===== src/rtl/muldiv_unit_if.sv =====
// Request/response bundle for muldiv_unit: operation request in, busy/done/result out.
// The slave modport is the unit side; the master modport is the requester side.
interface muldiv_unit_if #(
    parameter int XLEN = 32
);
    logic            StartE;
    logic [2:0]      funct3;
    logic [XLEN-1:0] SrcAE;
    logic [XLEN-1:0] SrcBE;
    logic            FlushE;
    logic            BusyE;
    logic            DoneE;
    logic [XLEN-1:0] ResultE;

    modport master (
        output StartE, funct3, SrcAE, SrcBE, FlushE,
        input  BusyE, DoneE, ResultE
    );

    modport slave (
        input  StartE, funct3, SrcAE, SrcBE, FlushE,
        output BusyE, DoneE, ResultE
    );
endinterface


===== src/rtl/muldiv_unit.sv =====
// Iterative RV-style multiply/divide unit (shift-add multiply, restoring divide).
// Define MULDIV_FAST_MUL_EN to replace the iterative multiply with a single-cycle product.
module muldiv_unit #(
    parameter int XLEN = 32
) (
    input  logic         clk,
    input  logic         reset_n,
    muldiv_unit_if.slave bus
);
    localparam int CW = $clog2(XLEN) + 1;
    localparam logic [CW-1:0]   LAST = CW'(XLEN - 1);
    localparam logic [XLEN-1:0] MIN  = {1'b1, {(XLEN-1){1'b0}}};

    localparam logic [1:0] IDLE = 2'd0;
    localparam logic [1:0] MUL  = 2'd1;
    localparam logic [1:0] DIV  = 2'd2;
    localparam logic [1:0] DONE = 2'd3;

    logic [1:0]      state;
    logic [CW-1:0]   count;
    logic [2:0]      op;
    logic [XLEN-1:0] hi, lo, mag;
    logic            neg_a, neg_b;
    logic [XLEN-1:0] result;

    logic            a_signed, b_signed, sa, sb, is_div, div_zero, div_ovf;
    logic [XLEN-1:0] a_mag, b_mag, special;
    logic [XLEN:0]   mul_sum, div_shift, div_diff;
    logic [XLEN-1:0] hi_step, lo_step, final_res;

    // Magnitude product plus the sign correction, then pick the low or high half.
    function automatic logic [XLEN-1:0] mul_pick(input logic [2*XLEN-1:0] p,
                                                 input logic neg, input logic [2:0] f);
        logic [2*XLEN-1:0] s;
        s = neg ? -p : p;
        return (f[1:0] == 2'b00) ? s[XLEN-1:0] : s[2*XLEN-1:XLEN];
    endfunction

    always_comb begin
        is_div   = bus.funct3[2];
        a_signed = is_div ? !bus.funct3[0] : (bus.funct3[1:0] != 2'b11);
        b_signed = is_div ? !bus.funct3[0] : !bus.funct3[1];
        sa       = a_signed & bus.SrcAE[XLEN-1];
        sb       = b_signed & bus.SrcBE[XLEN-1];
        a_mag    = sa ? -bus.SrcAE : bus.SrcAE;
        b_mag    = sb ? -bus.SrcBE : bus.SrcBE;
        div_zero = is_div && (bus.SrcBE == '0);
        div_ovf  = is_div && !bus.funct3[0] && (bus.SrcAE == MIN) && (bus.SrcBE == '1);
        if (div_zero)
            special = bus.funct3[1] ? bus.SrcAE : '1;
        else
            special = bus.funct3[1] ? '0 : MIN;
    end

    // One iteration step; MUL shifts {hi,lo} right, DIV shifts the dividend into hi.
    always_comb begin
        mul_sum   = {1'b0, hi} + (lo[0] ? {1'b0, mag} : '0);
        div_shift = {hi, lo[XLEN-1]};
        div_diff  = div_shift - {1'b0, mag};
        if (state == MUL) begin
            hi_step = mul_sum[XLEN:1];
            lo_step = {mul_sum[0], lo[XLEN-1:1]};
        end else if (!div_diff[XLEN]) begin
            hi_step = div_diff[XLEN-1:0];
            lo_step = {lo[XLEN-2:0], 1'b1};
        end else begin
            hi_step = div_shift[XLEN-1:0];
            lo_step = {lo[XLEN-2:0], 1'b0};
        end
        if (state == MUL)
            final_res = mul_pick({hi_step, lo_step}, neg_a ^ neg_b, op);
        else if (op[1])
            final_res = neg_a ? -hi_step : hi_step;
        else
            final_res = (neg_a ^ neg_b) ? -lo_step : lo_step;
    end

`ifdef MULDIV_FAST_MUL_EN
    logic [2*XLEN-1:0] fast_prod;
    always_comb fast_prod = {{XLEN{1'b0}}, a_mag} * {{XLEN{1'b0}}, b_mag};
`endif

    always_ff @(posedge clk or negedge reset_n) begin
        if (!reset_n) begin
            state  <= IDLE;
            count  <= '0;
            op     <= '0;
            hi     <= '0;
            lo     <= '0;
            mag    <= '0;
            neg_a  <= 1'b0;
            neg_b  <= 1'b0;
            result <= '0;
        end else if (bus.FlushE) begin
            state <= IDLE;
        end else begin
            case (state)
                IDLE, DONE: begin
                    if (bus.StartE) begin
                        op    <= bus.funct3;
                        neg_a <= sa;
                        neg_b <= sb;
                        count <= '0;
                        if (div_zero || div_ovf) begin
                            result <= special;
                            state  <= DONE;
                        end else if (is_div) begin
                            hi    <= '0;
                            lo    <= a_mag;
                            mag   <= b_mag;
                            state <= DIV;
                        end else begin
`ifdef MULDIV_FAST_MUL_EN
                            result <= mul_pick(fast_prod, sa ^ sb, bus.funct3);
                            state  <= DONE;
`else
                            hi    <= '0;
                            lo    <= b_mag;
                            mag   <= a_mag;
                            state <= MUL;
`endif
                        end
                    end else begin
                        state <= IDLE;
                    end
                end
                MUL, DIV: begin
                    hi <= hi_step;
                    lo <= lo_step;
                    if (count == LAST) begin
                        result <= final_res;
                        state  <= DONE;
                    end else begin
                        count <= count + 1'b1;
                    end
                end
                default: state <= IDLE;
            endcase
        end
    end

    assign bus.BusyE   = (state == MUL) || (state == DIV);
    assign bus.DoneE   = (state == DONE);
    assign bus.ResultE = result;
endmodule


===== src/flat_wrapper.sv =====
// flat-port wrapper written by rule: the top's interface ports become plain ports
module muldiv_unit_flat 
#(
    parameter int XLEN = 32
)
  (clk, reset_n, bus_StartE, bus_funct3, bus_SrcAE, bus_SrcBE, bus_FlushE, bus_BusyE, bus_DoneE, bus_ResultE);
  muldiv_unit_if #(.XLEN(XLEN)) bus_i ();
  input  logic clk;
  input  logic reset_n;
  input wire logic [$bits(bus_i.StartE)-1:0] bus_StartE;
  input wire logic [$bits(bus_i.funct3)-1:0] bus_funct3;
  input wire logic [$bits(bus_i.SrcAE)-1:0] bus_SrcAE;
  input wire logic [$bits(bus_i.SrcBE)-1:0] bus_SrcBE;
  input wire logic [$bits(bus_i.FlushE)-1:0] bus_FlushE;
  output wire logic [$bits(bus_i.BusyE)-1:0] bus_BusyE;
  output wire logic [$bits(bus_i.DoneE)-1:0] bus_DoneE;
  output wire logic [$bits(bus_i.ResultE)-1:0] bus_ResultE;
  assign bus_i.StartE = bus_StartE;
  assign bus_i.funct3 = bus_funct3;
  assign bus_i.SrcAE = bus_SrcAE;
  assign bus_i.SrcBE = bus_SrcBE;
  assign bus_i.FlushE = bus_FlushE;
  assign bus_BusyE = bus_i.BusyE;
  assign bus_DoneE = bus_i.DoneE;
  assign bus_ResultE = bus_i.ResultE;
  muldiv_unit #(.XLEN(XLEN)) u_core (.clk(clk), .reset_n(reset_n), .bus(bus_i));
endmodule

===== config.mk =====
export PLATFORM = sky130hd
export DESIGN_NAME = muldiv_unit_flat
export DESIGN_NICKNAME = d
export VERILOG_FILES = /design/src/rtl/muldiv_unit_if.sv /design/src/rtl/muldiv_unit.sv /design/src/flat_wrapper.sv
export SDC_FILE = /design/constraint.sdc
export NUM_CORES = 1
export LEC_CHECK = 0
export CORE_ASPECT_RATIO = 1.4
export CORE_UTILIZATION = 45
export DETAILED_ROUTE_END_ITERATION = 10
export GPL_TIMING_DRIVEN = 0
export PLACE_DENSITY = 0.74
export SKIP_LAST_GASP = 1
export SYNTH_ARGS = -nofsm -noshare
export SYNTH_HDL_FRONTEND = slang
export SYNTH_SLANG_ARGS = --single-unit

===== constraint.sdc =====
create_clock -name clk -period 9.5 [get_ports clk]
set_input_delay 0.95 -clock clk [delete_from_list [all_inputs] [get_ports clk]]
set_output_delay 0.95 -clock clk [all_outputs]
set_load 0.005 [all_outputs]

# --- After elaboration in Yosys (flattened, before gate mapping) ---
# Cells that the tools add are included.
totals:
  elab_cells: 92
  output_inout_bits: 34
  reg_bits: 140
classes:
  add_sub_neg: 8
  eq_ne: 13
  n_reduce_logical: 18
  muxes: 39
  bitwise_logic: 5
op_table:
  columns: ["cell", "count"]
  rows:
  - ["2-to-1 mux 32 bit", 23]
  - ["case mux 32 bit (2 select lines)", 3]
  - ["negator 32 bit", 4]
  - ["== test 32 bit (second input constant)", 2]
  - ["2-to-1 mux 64 bit", 1]
  - ["negator 64 bit", 1]
  - ["adder 32 x 33 -> 33 bit", 1]
  - ["subtractor 33 x 32 -> 33 bit", 1]
  - ["logical NOT 32 bit", 1]
  - ["2-to-1 mux 6 bit", 2]
  - ["case mux 6 bit (2 select lines)", 1]
  - ["2-to-1 mux 2 bit", 5]
  - ["AND reduction 3 bit", 3]
  - ["!= test 2 bit (second input constant)", 4]
  - ["AND reduction 4 bit", 2]
  - ["adder 6 x 1 -> 6 bit (second input constant)", 1]
  - ["== test 6 x 5 -> 1 bit (second input constant)", 1]
  - ["== test 2 bit (second input constant)", 2]
  - ["logical AND 1 bit", 4]
  - ["logical NOT 2 bit", 2]
  - ["!= test 2 x 1 -> 1 bit (second input constant)", 2]
  - ["case mux 2 bit (2 select lines)", 1]
  - ["OR reduction 2 bit", 2]
  - ["2-to-1 mux 1 bit", 3]
  - ["other kinds (7)", 11]

# --- Depth between registers and ports, before layout ---
depth:
  ltp_word: 9
  depth_mapped: 24
  mapped_depth_nobuf: 23

# --- Worst setup path before layout ---
# OpenSTA, ideal clock, no wires.
synth_path:
  kind: "register -> register"
  startpoint: "register u_core.lo[31]"
  endpoint: "register u_core.result[2], in the netlist u_core.bus.ResultE[2]"
  path_stages_with_launch: 24
  setup_ns: 0.082
  t_arrival_ns: 4.622
  n_path_buf: 2
  slack_ns: 4.796
  cell_sequence: "dfrtp_1 > inv_1 > ha_1 > fa_1 > nor2b_1 > o311a_1 > o211ai_2 > a31o_2 > a21oi_1 > buf_4 > o31ai_1 > inv_1 > ha_1 > nand2_1 > nor2b_1 > nand4_1 > nor3_1 > and2_1 > clkbuf_1 > a21oi_1 > xor2_1 > a221oi_1 > o21ai_0 > a31oi_1"
synth_between:
  elab_chain_cells: 9
  elab_cells_between_ends: 16
  classes_between: "add/sub: 4; mux: 12"
synth_rtl:
  columns: ["element", "line_no", "rtl"]
  rows:
  - ["from (decl)", "muldiv_unit.sv:22", "logic [XLEN-1:0] hi, lo, mag;"]
  - ["from (signal assigned)", "muldiv_unit.sv:109", "lo <= a_mag;"]
  - ["from (signal assigned)", "muldiv_unit.sv:118", "lo <= b_mag;"]
  - ["from (signal assigned)", "muldiv_unit.sv:129", "lo <= lo_step;"]
  - ["subtractor 33 x 32 -> 33 bit", "muldiv_unit.sv:59", "div_diff = div_shift - {1'b0, mag};"]
  - ["2-to-1 mux 1 bit or 2-to-1 mux 32 bit (tied branches)", "muldiv_unit.sv:63", "end else if (!div_diff[XLEN]) begin"]
  - ["2-to-1 mux 32 bit", "muldiv_unit.sv:60", "if (state == MUL) begin"]
  - ["negator 64 bit (tied with other cells)", "muldiv_unit.sv:35", "s = neg ? -p : p;"]
  - ["2-to-1 mux 64 bit (tied with other cells)", "muldiv_unit.sv:35", null]
  - ["2-to-1 mux 32 bit, on equally long branches", "muldiv_unit.sv:36, muldiv_unit.sv:72", null]
  - ["2-to-1 mux 32 bit *", "muldiv_unit.sv:70", "if (state == MUL)"]
  - ["2-to-1 mux 32 bit *", "muldiv_unit.sv:130", "if (count == LAST) begin"]
  - ["case mux 32 bit (2 select lines) *", "muldiv_unit.sv:97", "case (state)"]
  - ["to (signal assigned)", "muldiv_unit.sv:105", "result <= special;"]
  - ["to (signal assigned)", "muldiv_unit.sv:131", "result <= final_res;"]
  - ["to (decl)", "muldiv_unit.sv:24", "logic [XLEN-1:0] result;"]
# Every way passes the cells marked *; elsewhere a longest branch is shown, timed or not. The select of a mux whose other input is x is not followed.
# A chain may end at the register's enable or synchronous reset.

# --- Final worst setup path ---
layout_path:
  startpoint: "register u_core.state[1]"
  endpoint: "register u_core.result[16], in the netlist u_core.bus.ResultE[16]"
layout_between:
  elab_chain_cells: 8
  elab_cells_between_ends: 23
  classes_between: "add/sub: 3; eq/ne: 6; mux: 10; reduce/logical: 4"
layout_rtl:
  columns: ["element", "line_no", "rtl"]
  rows:
  - ["from (decl)", "muldiv_unit.sv:19", "logic [1:0] state;"]
  - ["from (signal assigned)", "muldiv_unit.sv:85", "state <= IDLE;"]
  - ["from (signal assigned)", "muldiv_unit.sv:95", "state <= IDLE;"]
  - ["from (signal assigned)", "muldiv_unit.sv:106", "state <= DONE;"]
  - ["== test 2 x 1 -> 1 bit", "muldiv_unit.sv:60, muldiv_unit.sv:70, muldiv_unit.sv:97", null]
  - ["2-to-1 mux 32 bit", "muldiv_unit.sv:60", null]
  - ["negator 64 bit (tied with other cells)", "muldiv_unit.sv:35", null]
  - ["2-to-1 mux 64 bit (tied with other cells)", "muldiv_unit.sv:35", null]
  - ["2-to-1 mux 32 bit, on equally long branches", "muldiv_unit.sv:36, muldiv_unit.sv:72", null]
  - ["2-to-1 mux 32 bit", "muldiv_unit.sv:70", null]
  - ["2-to-1 mux 32 bit", "muldiv_unit.sv:130", null]
  - ["case mux 32 bit (2 select lines)", "muldiv_unit.sv:97", null]
# Parallel ways exist; a longest one is shown, timed or not. The select of a mux whose other input is x is not followed.

==> results_tabular.tex <==
\begin{tabular}{lr}
\hline
Metric & Value \\
\hline
\multicolumn{2}{l}{\textbf{Status}} \\
Run status & complete, but fails checks \\
Failing checks & max-capacitance violations, max-slew violations \\
\multicolumn{2}{l}{\textbf{GRT}} \\
Largest net degree at the start of global routing & 98 \\
GRT Util Overall & 0.465 \\
Total overflow reported by the global router & 0 \\
Initial antenna violation count & 3 \\
First-pass GRT wire length & 126 mm \\
Vias in the first global route & 19200 \\
\multicolumn{2}{l}{\textbf{Timing}} \\
Highest achievable clock rate & $\sim$0.13 GHz \\
Final setup viols & 0 \\
Relative max-transition margin & -0.0318 \\
Crit path setup slack, layout & 1700 ps \\
Min Hold Slack & 419 ps \\
Setup TNS Final & 0 ps \\
Period minus WS final & 7800 ps \\
Number of endpoints with negative hold slack in the final report & 0 \\
Setup clock skew after layout & 15.1 ps \\
Transition time at the pin with the least slew margin & 1540 ps \\
Unrepaired setup endpoints after global routing & false \\
Final max-slew violation count & 6 \\
Final critical-path share of the clock period & 0.821 \\
\multicolumn{2}{l}{\textbf{Synthesis}} \\
Syn\_nets & 2450 \\
Yosys warns & 0 \\
Sequential element share of the synthesized area & 0.209 \\
Cell area after synthesis & 0.0168 mm2 \\
Post-synth ARST share & 1.00 \\
Main flop type after synthesis & sky130\_fd\_sc\_hd\_\_dfrtp\_1 \\
Syn\_area\_per\_cell & 7.27 um2 \\
Number of synthesized flops with an enable pin & 0 \\
Post-synthesis sequential element count & 140 \\
Synthesized instance count & 2305 \\
Count of unique library cells instantiated by Yosys & 101 \\
\multicolumn{2}{l}{\textbf{Finish}} \\
Area growth syn-to-layout & 13.6\% \\
Area of the multi-input gates & approximately 0.012 mm2 \\
Register area & 0.00350 mm2 \\
Top library cells by usage in the layout, fill and taps aside & sky130\_fd\_sc\_hd\_\_nand2\_1 (302), sky130\_fd\_sc\_hd\_\_nor2\_1 (214), sky130\_fd\_sc\_hd\_\_a21oi\_1 (205), sky130\_fd\_sc\_hd\_\_o21ai\_0 (205), sky130\_fd\_sc\_hd\_\_dfrtp\_1 (140) \\
Fraction of the core area covered by cells at the end of the flow & 0.519 \\
Most common cell after layout, fill and taps aside & sky130\_fd\_sc\_hd\_\_nand2\_1 \\
Net count, final & about 2600 \\
Fill count & 3739 \\
Share of cells above drive strength 1 & 0.0459 \\
\multicolumn{2}{l}{\textbf{Setup path}} \\
Critical path data arrival time & 8100 ps \\
Classification of the worst setup path & reg -> reg \\
Crit path required time & slightly below 10000 ps \\
Critical-path maximum fanout & 10 \\
Endpoint kind of the worst setup timing path & register \\
Kind of launch point of the worst setup path & register \\
Cell type of the slowest stage on the worst timing path & sky130\_fd\_sc\_hd\_\_buf\_1 \\
Series of cell instances along the critical path & inv\_1, ha\_1, clkbuf\_1, clkbuf\_1, clkbuf\_1, buf\_1, buf\_1, buf\_2, buf\_1, nand2\_1, nor2\_1, nor2\_1, o21ai\_0, a21oi\_1, o211ai\_1, o211ai\_1 \\
Stage delay of the slowest cell on the critical path & $\sim$930 ps \\
R2R cell count & 16 \\
WP buf/inv & 8 \\
Logic depth of the worst path, buffers included & 16 \\
Largest delay share family, worst path & buffers and inverters \\
\multicolumn{2}{l}{\textbf{Drt}} \\
DRC marker count from the first detailed-route iteration & around 1800 \\
Per-cell via count in the routed design & 6.68 \\
Remaining DRCs & 0 \\
Overall via count from detail\_route & 19400 \\
Total Wirelength & 87.5 mm \\
DRT antenna net count & 0 \\
Post-detailed-route wirelength per cell & 30.1 um \\
Number of detailed-route iterations in the first pass & 6 \\
\multicolumn{2}{l}{\textbf{Clocking}} \\
Total number of clock tree sinks & between 100 and 150 \\
CTS H-tree depth & 4 \\
Clock network latency to the later pin of the worst-skew pair & 460 ps \\
CTS root buf & sky130\_fd\_sc\_hd\_\_clkbuf\_16 \\
CTS tree & yes \\
Setup Fix Bufs, Post-CTS & 0 \\
Max clock buf depth & 2 \\
CTS hold repair buffers & 0 \\
Number of buffers added by the clock tree synthesis step & 17 \\
Clock slew at the register clock pins of the worst setup and hold paths & 70 ps \\
Count of cells resized by post-cts repair & 0 \\
\multicolumn{2}{l}{\textbf{Die}} \\
Initial Util & 0.457 \\
Core area & 0.0367 mm2 \\
Top-level port count & 105 \\
Total die area & about 0.038 mm2 \\
Number of rows in the core area & 83 \\
Die Width & 165 um \\
Die Y & 230 um \\
\multicolumn{2}{l}{\textbf{Hold path}} \\
Path category of the worst min-delay check & in -> async \\
\multicolumn{2}{l}{\textbf{Power}} \\
IR drop worst, VDD & roughly 0.25 mV \\
Leakage Power & 7.70 nW \\
Total power & 8.78 mW \\
Power density over the cells & 461 mW/mm2 \\
\multicolumn{2}{l}{\textbf{Placement}} \\
\# port buffers & a little over 100 \\
Post-placement setup slack & approximately 2200 ps \\
Routability-driven placement congestion ratio & 1.07 \\
Detailed Place HPWL & 70.8 mm \\
\multicolumn{2}{l}{\textbf{Run}} \\
Max capacitance violation total & 1 \\
\hline
\end{tabular}
path summary, 6_finish.rpt:
path / endpoint / slack (ps) / start
worst max-delay path: u_core.bus.ResultE[16]$_DFFE_PN0P_ / 1700 / u_core.state[1]$_DFFE_PN0P_
max in group asynchronous: u_core.mag[3]$_DFFE_PN0P_ / 8180 / reset_n
worst min-delay path: u_core.hi[29]$_DFFE_PN0P_ / 420 / reset_n
min in group clk: u_core.bus.ResultE[4]$_DFFE_PN0P_ / 500 / u_core.bus.ResultE[4]$_DFFE_PN0P_
worst min register to register: u_core.bus.ResultE[4]$_DFFE_PN0P_ / 500 / u_core.bus.ResultE[4]$_DFFE_PN0P_
worst max register to register: u_core.bus.ResultE[16]$_DFFE_PN0P_ / 1700 / u_core.state[1]$_DFFE_PN0P_
final cells by class:
type | instances | share of cell area
Antenna cell | 1 | 0.000131
Timing Repair Buffer | 104 | 0.0557
Multi-Input combinational cell | 1951 | 0.651
Inverter | 73 | 0.0144
Tap cell | 467 | 0.0307
Clock buffer | 22 | 0.0244
Buffer | 141 | 0.0310
Clock inverter | 10 | 0.00848
Sequential cell | 140 | 0.184
power breakdown:
group	internal [mW]	leakage, nW	switching (mW)	total [mW]
clock network	0.454	0.308	0.287	0.741
registers	0.850	1.77	0.371	1.22
logic	2.18	5.61	4.64	6.82
total	3.49	7.70	5.30	8.78
layer usage:
metal / vias to the layer above / share of wire / routed length [um] / global-route usage
li1: 8710 / - / - / -
met1: 9245 / 0.34 / 29600 / 0.467
met2: 1029 / 0.46 / 40100 / 0.751
met3: 437 / 0.082 / 7170 / 0.122
met4: 4 / 0.12 / 10600 / 0.482
met5: - / 0.00027 / 24 / 0
cells in the mapped netlist, types with 20 or more instances:
master                     count  area share
sky130_fd_sc_hd__nand4_1      28       0.010
sky130_fd_sc_hd__mux2i_1      57       0.034
sky130_fd_sc_hd__clkbuf_1    111       0.025
sky130_fd_sc_hd__a21oi_1     205       0.061
sky130_fd_sc_hd__nor2_1      214       0.048
sky130_fd_sc_hd__o211ai_1     37       0.017
sky130_fd_sc_hd__o221ai_1     38       0.020
sky130_fd_sc_hd__nand3_1      48       0.014
sky130_fd_sc_hd__inv_1        72       0.016
sky130_fd_sc_hd__a21o_1       24       0.011
sky130_fd_sc_hd__nand2_1     302       0.068
sky130_fd_sc_hd__nor3_1       52       0.016
sky130_fd_sc_hd__a31oi_1      46       0.017
sky130_fd_sc_hd__dfrtp_1     140        0.21
sky130_fd_sc_hd__xor2_1       70       0.037
sky130_fd_sc_hd__o21ai_0     205       0.061
sky130_fd_sc_hd__or3_1        20      0.0075
sky130_fd_sc_hd__xnor2_1     110       0.057
sky130_fd_sc_hd__and3_1       22      0.0082
sky130_fd_sc_hd__ha_1         72       0.054
sky130_fd_sc_hd__and2_1       47       0.018
logic make-up after synthesis:
group,after synthesis,share of synthesized area
simple gates,844,0.241
flops,140,0.209
xor+xnor,180,0.0941
mux,67,0.0408
buf+inv,214,0.0516
compound gates,786,0.307
fa+ha+maj,74,0.0561
worst register-to-register path, stage by stage, from the launching register on:
cell and delay, ps:
sky130_fd_sc_hd__dfrtp_1 400, sky130_fd_sc_hd__inv_1 60, sky130_fd_sc_hd__ha_1 140, sky130_fd_sc_hd__clkbuf_1 670, sky130_fd_sc_hd__clkbuf_1 750, sky130_fd_sc_hd__clkbuf_1 620
sky130_fd_sc_hd__buf_1 820, sky130_fd_sc_hd__buf_1 940, sky130_fd_sc_hd__buf_2 590, sky130_fd_sc_hd__buf_1 770, sky130_fd_sc_hd__nand2_1 290, sky130_fd_sc_hd__nor2_1 160
sky130_fd_sc_hd__nor2_1 50, sky130_fd_sc_hd__o21ai_0 620, sky130_fd_sc_hd__a21oi_1 80, sky130_fd_sc_hd__o211ai_1 500, sky130_fd_sc_hd__o211ai_1 180
sequential cells by signal (all words and copies together), names as in the netlist:
register,flops
u_core.op,2
u_core.bus.ResultE,32
u_core.neg_a,1
u_core.neg_b,1
u_core.count,6
u_core.mag,32
u_core.state,2
u_core.hi,32
u_core.lo,32
metrics by stage:
stage / std cells / area [um2]
5_1_grt: 2908 / 19000
6_report: 2909 / 19000
3_5_place_dp: 2876 / 18400
2_1_floorplan: 2305 / 16800
3_3_place_gp: 2875 / 18400
4_1_cts: 2908 / 19000
Note: power is estimated with default switching activity, not from simulation.
